**config.mk**
```make
export PLATFORM = sky130hd
export DESIGN_NAME = gcd_controller_flat
export DESIGN_NICKNAME = d
export VERILOG_FILES = /design/src/rtl/gcd_pkg.sv /design/src/rtl/gcd_if.sv /design/src/rtl/gcd_datapath.sv /design/src/rtl/gcd_controller.sv /design/src/flat_wrapper.sv
export SDC_FILE = /design/constraint.sdc
export NUM_CORES = 1
export LEC_CHECK = 0
export CAP_MARGIN = 25
export CORE_ASPECT_RATIO = 0.75
export CORE_MARGIN = 5
export CORE_UTILIZATION = 55
export DETAILED_ROUTE_END_ITERATION = 16
export PLACE_DENSITY = 0.81
export SLEW_MARGIN = 40
export SYNTH_ARGS = -nofsm -noshare
export SYNTH_HDL_FRONTEND = slang
export SYNTH_SLANG_ARGS = --single-unit
```
**constraint.sdc**
```tcl
create_clock -name clk -period 2.9 [get_ports clk]
set_input_delay 0.435 -clock clk [delete_from_list [all_inputs] [get_ports clk]]
set_output_delay 0.435 -clock clk [all_outputs]
set_load 0.03 [all_outputs]
```
**src/rtl/gcd_pkg.sv**
```systemverilog
// gcd_pkg: shared FSM state encoding and default operand width for the GCD block.
package gcd_pkg;
    localparam int GCD_W = 8;
    typedef enum logic [1:0] {IDLE = 2'd0, CALC = 2'd1, DONE = 2'd2} state_e;
endpackage

```
**src/rtl/gcd_if.sv**
```systemverilog
// gcd_if: operand/result handshake bundle.
//   in_valid/in_ready/a/b       : operand pair from producer
//   out_valid/out_ready/result/iters : result to consumer
//   busy                        : high while the block is iterating
interface gcd_if import gcd_pkg::*; #(parameter int W = GCD_W);
    logic         in_valid;
    logic         in_ready;
    logic [W-1:0] a;
    logic [W-1:0] b;
    logic         out_valid;
    logic         out_ready;
    logic [W-1:0] result;
    logic [W-1:0] iters;
    logic         busy;
    modport master (output in_valid, a, b, out_ready, input in_ready, out_valid, result, iters, busy);
    modport slave  (input in_valid, a, b, out_ready, output in_ready, out_valid, result, iters, busy);
endinterface

```
**src/rtl/gcd_datapath.sv**
```systemverilog
// gcd_datapath: x/y operand registers, MSB-first 2-bit-slice comparator and one shared subtractor.
//   load_i : capture a_i/b_i into x/y      step_i : replace the larger of x/y by |x-y|
//   x_gt_y_o/x_lt_y_o/x_eq_y_o/x_zero_o/y_zero_o : compare flags   x_o/y_o : register values
module gcd_datapath import gcd_pkg::*; #(parameter int W = GCD_W) (
    input  logic         clk,
    input  logic         rst_n,
    input  logic         load_i,
    input  logic         step_i,
    input  logic [W-1:0] a_i,
    input  logic [W-1:0] b_i,
    output logic         x_gt_y_o,
    output logic         x_lt_y_o,
    output logic         x_eq_y_o,
    output logic         x_zero_o,
    output logic         y_zero_o,
    output logic [W-1:0] x_o,
    output logic [W-1:0] y_o
);
    logic [W-1:0] x_q, x_d, y_q, y_d, diff;
    logic         gt, eq;
    // The first differing slice from the top decides the ordering.
    always_comb begin
        gt = 1'b0;
        eq = 1'b1;
        for (int i = W/2-1; i >= 0; i--) begin
            gt = gt | (eq & (x_q[2*i +: 2] > y_q[2*i +: 2]));
            eq = eq & (x_q[2*i +: 2] == y_q[2*i +: 2]);
        end
    end
    // Larger value is always the minuend, so the difference never wraps.
    assign diff = gt ? x_q - y_q : y_q - x_q;
    always_comb begin
        x_d = load_i ? a_i : (step_i && gt) ? diff : x_q;
        y_d = load_i ? b_i : (step_i && !gt) ? diff : y_q;
    end
    always_ff @(posedge clk or negedge rst_n) begin
        if (!rst_n) begin
            x_q <= '0;
            y_q <= '0;
        end else begin
            x_q <= x_d;
            y_q <= y_d;
        end
    end
    assign x_gt_y_o = gt;
    assign x_lt_y_o = !gt && !eq;
    assign x_eq_y_o = eq;
    assign x_zero_o = x_q == '0;
    assign y_zero_o = y_q == '0;
    assign x_o      = x_q;
    assign y_o      = y_q;
endmodule

```
**src/rtl/gcd_controller.sv**
```systemverilog
// gcd_controller: subtractive Euclid GCD sequencer with valid/ready operand and result handshakes.
//   clk, rst_n : clock and asynchronous active-low reset
//   bus        : gcd_if slave (operands in, result/iters out, busy)
module gcd_controller import gcd_pkg::*; #(parameter int W = GCD_W) (
    input logic clk,
    input logic rst_n,
    gcd_if.slave bus
);
    logic [1:0]   state_q, state_d;
    logic [W-1:0] iters_q, iters_d, result_q, result_d, x, y;
    logic         in_ready_q, load, step, fin, x_gt_y, x_lt_y, x_eq_y, x_zero, y_zero;
    gcd_datapath #(.W(W)) u_dp (
        .clk(clk), .rst_n(rst_n), .load_i(load), .step_i(step), .a_i(bus.a), .b_i(bus.b),
        .x_gt_y_o(x_gt_y), .x_lt_y_o(x_lt_y), .x_eq_y_o(x_eq_y), .x_zero_o(x_zero), .y_zero_o(y_zero),
        .x_o(x), .y_o(y)
    );
    // in_ready_q is only ever set while heading into IDLE, so it alone qualifies acceptance.
    assign load = in_ready_q && bus.in_valid;
    assign fin  = state_q == CALC && (x_zero || y_zero || x_eq_y);
    assign step = state_q == CALC && !x_zero && !y_zero && (x_gt_y || x_lt_y);
    always_comb begin
        state_d  = load ? CALC : fin ? DONE :
                   ((state_q == DONE && bus.out_ready) || state_q == 2'd3) ? IDLE : state_q;
        iters_d  = load ? '0 : step ? iters_q + 1'b1 : iters_q;
        result_d = fin ? ((x_zero || y_zero) ? (x | y) : x) : result_q;
    end
    // in_ready is registered so it stays low through reset and rises one edge after release.
    always_ff @(posedge clk or negedge rst_n) begin
        if (!rst_n) begin
            state_q    <= IDLE;
            iters_q    <= '0;
            result_q   <= '0;
            in_ready_q <= 1'b0;
        end else begin
            state_q    <= state_d;
            iters_q    <= iters_d;
            result_q   <= result_d;
            in_ready_q <= state_d == IDLE;
        end
    end
    assign bus.in_ready  = in_ready_q;
    assign bus.out_valid = state_q == DONE;
    assign bus.busy      = state_q == CALC;
    assign bus.result    = result_q;
    assign bus.iters     = iters_q;
endmodule

```
**src/flat_wrapper.sv**
```systemverilog
// flat-port wrapper written by rule: the top's interface ports become plain ports
module gcd_controller_flat import gcd_pkg::*;
#(parameter int W = GCD_W)
  (clk, rst_n, bus_in_valid, bus_a, bus_b, bus_out_ready, bus_in_ready, bus_out_valid, bus_result, bus_iters, bus_busy);
  gcd_if #(.W(W)) bus_i ();
  input logic clk;
  input logic rst_n;
  input wire logic [$bits(bus_i.in_valid)-1:0] bus_in_valid;
  input wire logic [$bits(bus_i.a)-1:0] bus_a;
  input wire logic [$bits(bus_i.b)-1:0] bus_b;
  input wire logic [$bits(bus_i.out_ready)-1:0] bus_out_ready;
  output wire logic [$bits(bus_i.in_ready)-1:0] bus_in_ready;
  output wire logic [$bits(bus_i.out_valid)-1:0] bus_out_valid;
  output wire logic [$bits(bus_i.result)-1:0] bus_result;
  output wire logic [$bits(bus_i.iters)-1:0] bus_iters;
  output wire logic [$bits(bus_i.busy)-1:0] bus_busy;
  assign bus_i.in_valid = bus_in_valid;
  assign bus_i.a = bus_a;
  assign bus_i.b = bus_b;
  assign bus_i.out_ready = bus_out_ready;
  assign bus_in_ready = bus_i.in_ready;
  assign bus_out_valid = bus_i.out_valid;
  assign bus_result = bus_i.result;
  assign bus_iters = bus_i.iters;
  assign bus_busy = bus_i.busy;
  gcd_controller #(.W(W)) u_core (.clk(clk), .rst_n(rst_n), .bus(bus_i));
endmodule
```
==> flow_summary.ini <==
[sta]
max_freq_ghz = 0.3671
fin_tns_setup_ns = 0
slew_viol_final = 0
hold_viol = 0
setup_viol = 0
post-route-min-period_ns = 2.724
grt_setup_unrepaired = false
worstMarginPinSlew_ns = 0.5322
finalCritPeriodShare_pct = 93.92
slew_headroom_pct = 64.43
skew_ns = 0.007708

[cts]
cts_tree = yes
clkTransAtPathRegs_ns = 0.07
post_cts_resized = 0
h-tree-depth = 2
root_buffer = clkbuf_8
clk_latency_ns = 0.30
cts.sinks = 35
cts_buffer_depth = 2
cts_hold_buffers = 0
postCtsSetupRepairBufs = 0
cts_buffers = 5

[finish]
fin_util_pct = 68.25
fill_cells = 363
layout-drive-gt1-share_pct = 9.907
diodes = 0
fin_area_mm2 = 0.003067
area_delta_synth_final_pct = 19.50
final_nets = 370
multi_input_area_mm2 = 0.001496
regArea_um2 = 875.8

[logic_synthesis]
postSynthNetCount = 333
yosys_warnings = 0
synth_top_cell_by_area = dfrtp_1
synth-edff-count = 0
yosysUniqueCellTypes = 46
syn_area_mm2 = 0.002566
yosysMostFrequentCell = dfrtp_1
synthTopCellsByCount = dfrtp_1, nand2_1, ha_1
async_flop_share_pct = 100.0
synth-seq-area-share_pct = 34.13
netlist_instances = 285
synth_flop_cell = dfrtp_1
synth-seq-cells = 35
synth.top_cell.area_share_pct = 34.13
avgSynthCellArea_um2 = 9.004
synthTopCellsByArea = dfrtp_1, ha_1, nand2_1

[placed_design]
dpl.hpwl_um = 4964
place_area_mm2 = 0.002982
gp_congestion = 1.029
numPortBuffers = 38

[die]
die_h_um = 69.16
ioPinCount = 39
die_x_um = 88.88
initial_core_util_pct = 57.12
rows = 21
core_mm2 = 0.004493
die-area_mm2 = 0.006146

[min_path]
hold_end = u_core.bus.result[7]$_DFFE_PN0N_
worstHoldStart = u_core.bus.result[7]$_DFFE_PN0N_
holdPathStages = 1
min_path_type = register to register

[grt]
grt_usage_pct = 22.36
antenna_found_initial = 0
grt-ovfl-total = 0
grt_pass1_vias = 2176
grt_max_degree = 36
grt_pass1_wl_um = 10580

[route]
drt_iter0_drc = 176
vias = 2192
viasPerCell = 5.768
wl_per_cell_um = 17.08
wl_um = 6492
drtPass1Iterations = 5
route.detailed.drc = 0
postRouteAntennaNets = 0

[critical_path]
reg2reg_to = u_core.u_dp.x_o[3]$_DFFE_PN0P_
startpoint_type = register
reg2reg_depth = 8
cp.arrival_ns = 2.91
crit_type = register to register
reg2reg_slack_ns = 0.18
crit_required_ns = 3.09
critPathMaxFanout = 13
end_kind = register
rr_startpoint = u_core.u_dp.x_o[0]$_DFFE_PN0P_

[status]
status = finished clean

[run]
maxCapViolations = 0
[cell families (layout without fill, tap and decap cells)]
group / after synthesis / count (layout) / synth area share, %
AO/OA/AOI/OAI: 60 / 60 / 15.46
buffers and inverters: 41 / 79 / 7.557
flip-flops: 35 / 35 / 34.13
multiplexers: 13 / 13 / 5.412
AND/OR/NAND/NOR: 93 / 93 / 18.09
XOR/XNOR: 15 / 15 / 5.120
adder cells (fa/ha/maj): 28 / 28 / 14.24
[stage by stage]
| step | setup slack [ns] | cells | hold slack (ns) |
|---|---|---|---|
| final | 0.1762 | 380 | 0.5101 |
| after global routing | 0.02112 | 380 | 0.5260 |
| after CTS | 0.1805 | 380 | 0.5121 |
| after detailed placement | 0.1894 | 372 | 0.4959 |
| after global placement | 0.3231 | 372 | 0.4889 |
| after floorplan | 0.4401 | 285 | 0.1394 |
[cell usage in the layout (no fill, tap or decap), types with 3 or more instances in the layout]
cell and count:
or3_1 3, o21ai_0 18, xnor2_1 13, o31a_1 3
o21bai_1 4, nor2_1 18, a31oi_1 3, mux2i_1 6
nand2b_1 3, clkbuf_8 5, nand4_1 3, o311ai_1 3
a21oi_1 15, ha_1 26, mux2_2 7, buf_4 9
nand2_1 33, dfrtp_1 35, nand3_1 10, clkdlybuf4s50_1 38
nor2b_1 4, inv_1 24, nor3_1 5, nor4_1 5
[metal layers]
| metal | vias up | wire (um) | track usage [%] |
|---|---|---|---|
| li1 | 1057 | - | - |
| met1 | 1014 | 2960 | 33.61 |
| met2 | 107 | 2752 | 29.32 |
| met3 | 14 | 693 | 7.024 |
| met4 | 0 | 85 | 8.725 |
| met5 | - | 0 | 0 |
[cell type report]
class / count / area share [%]
Multi-Input combinational cell: 209 / 48.80
Sequential cell: 35 / 28.56
Timing Repair Buffer: 47 / 14.61
Inverter: 24 / 2.938
Clock buffer: 6 / 2.366
Tap cell: 57 / 2.326
Clock inverter: 2 / 0.4080
[flip-flops by register name (all words and copies together) (netlist names)]
register             flops
u_core.bus.in_ready      1
u_core.bus.result        8
u_core.u_dp.x_o          8
u_core.u_dp.y_o          8
u_core.state_q           2
u_core.bus.iters         8
[critical path, cell delays in order (launching register included)]
cell      delay [ns]
dfrtp_1         0.41
inv_1           0.09
ha_1            0.23
fa_1            0.43
o21ba_2         0.26
o32ai_1         0.10
mux2_2          0.33
nand3b_2        0.39
o311ai_1        0.38
[worst max path at each step]
| stage | from | to | slack (ns) |
|---|---|---|---|
| floorplan | u_core.u_dp.x_o[0]$_DFFE_PN0P_ | u_core.u_dp.x_o[3]$_DFFE_PN0P_ | 0.44 |
| detailed placement | u_core.u_dp.x_o[0]$_DFFE_PN0P_ | u_core.u_dp.x_o[3]$_DFFE_PN0P_ | 0.19 |
| finish | u_core.u_dp.x_o[0]$_DFFE_PN0P_ | u_core.u_dp.x_o[3]$_DFFE_PN0P_ | 0.18 |
| CTS | u_core.u_dp.x_o[0]$_DFFE_PN0P_ | u_core.u_dp.x_o[3]$_DFFE_PN0P_ | 0.18 |
| global placement | u_core.u_dp.x_o[0]$_DFFE_PN0P_ | u_core.u_dp.x_o[3]$_DFFE_PN0P_ | 0.32 |
| global route | u_core.u_dp.x_o[0]$_DFFE_PN0P_ | u_core.u_dp.x_o[5]$_DFFE_PN0P_ | 0.02 |
Power is left out: the tool's default activity adds up to more than one toggle a clock period on the data nets, which glitch-free logic cannot reach.
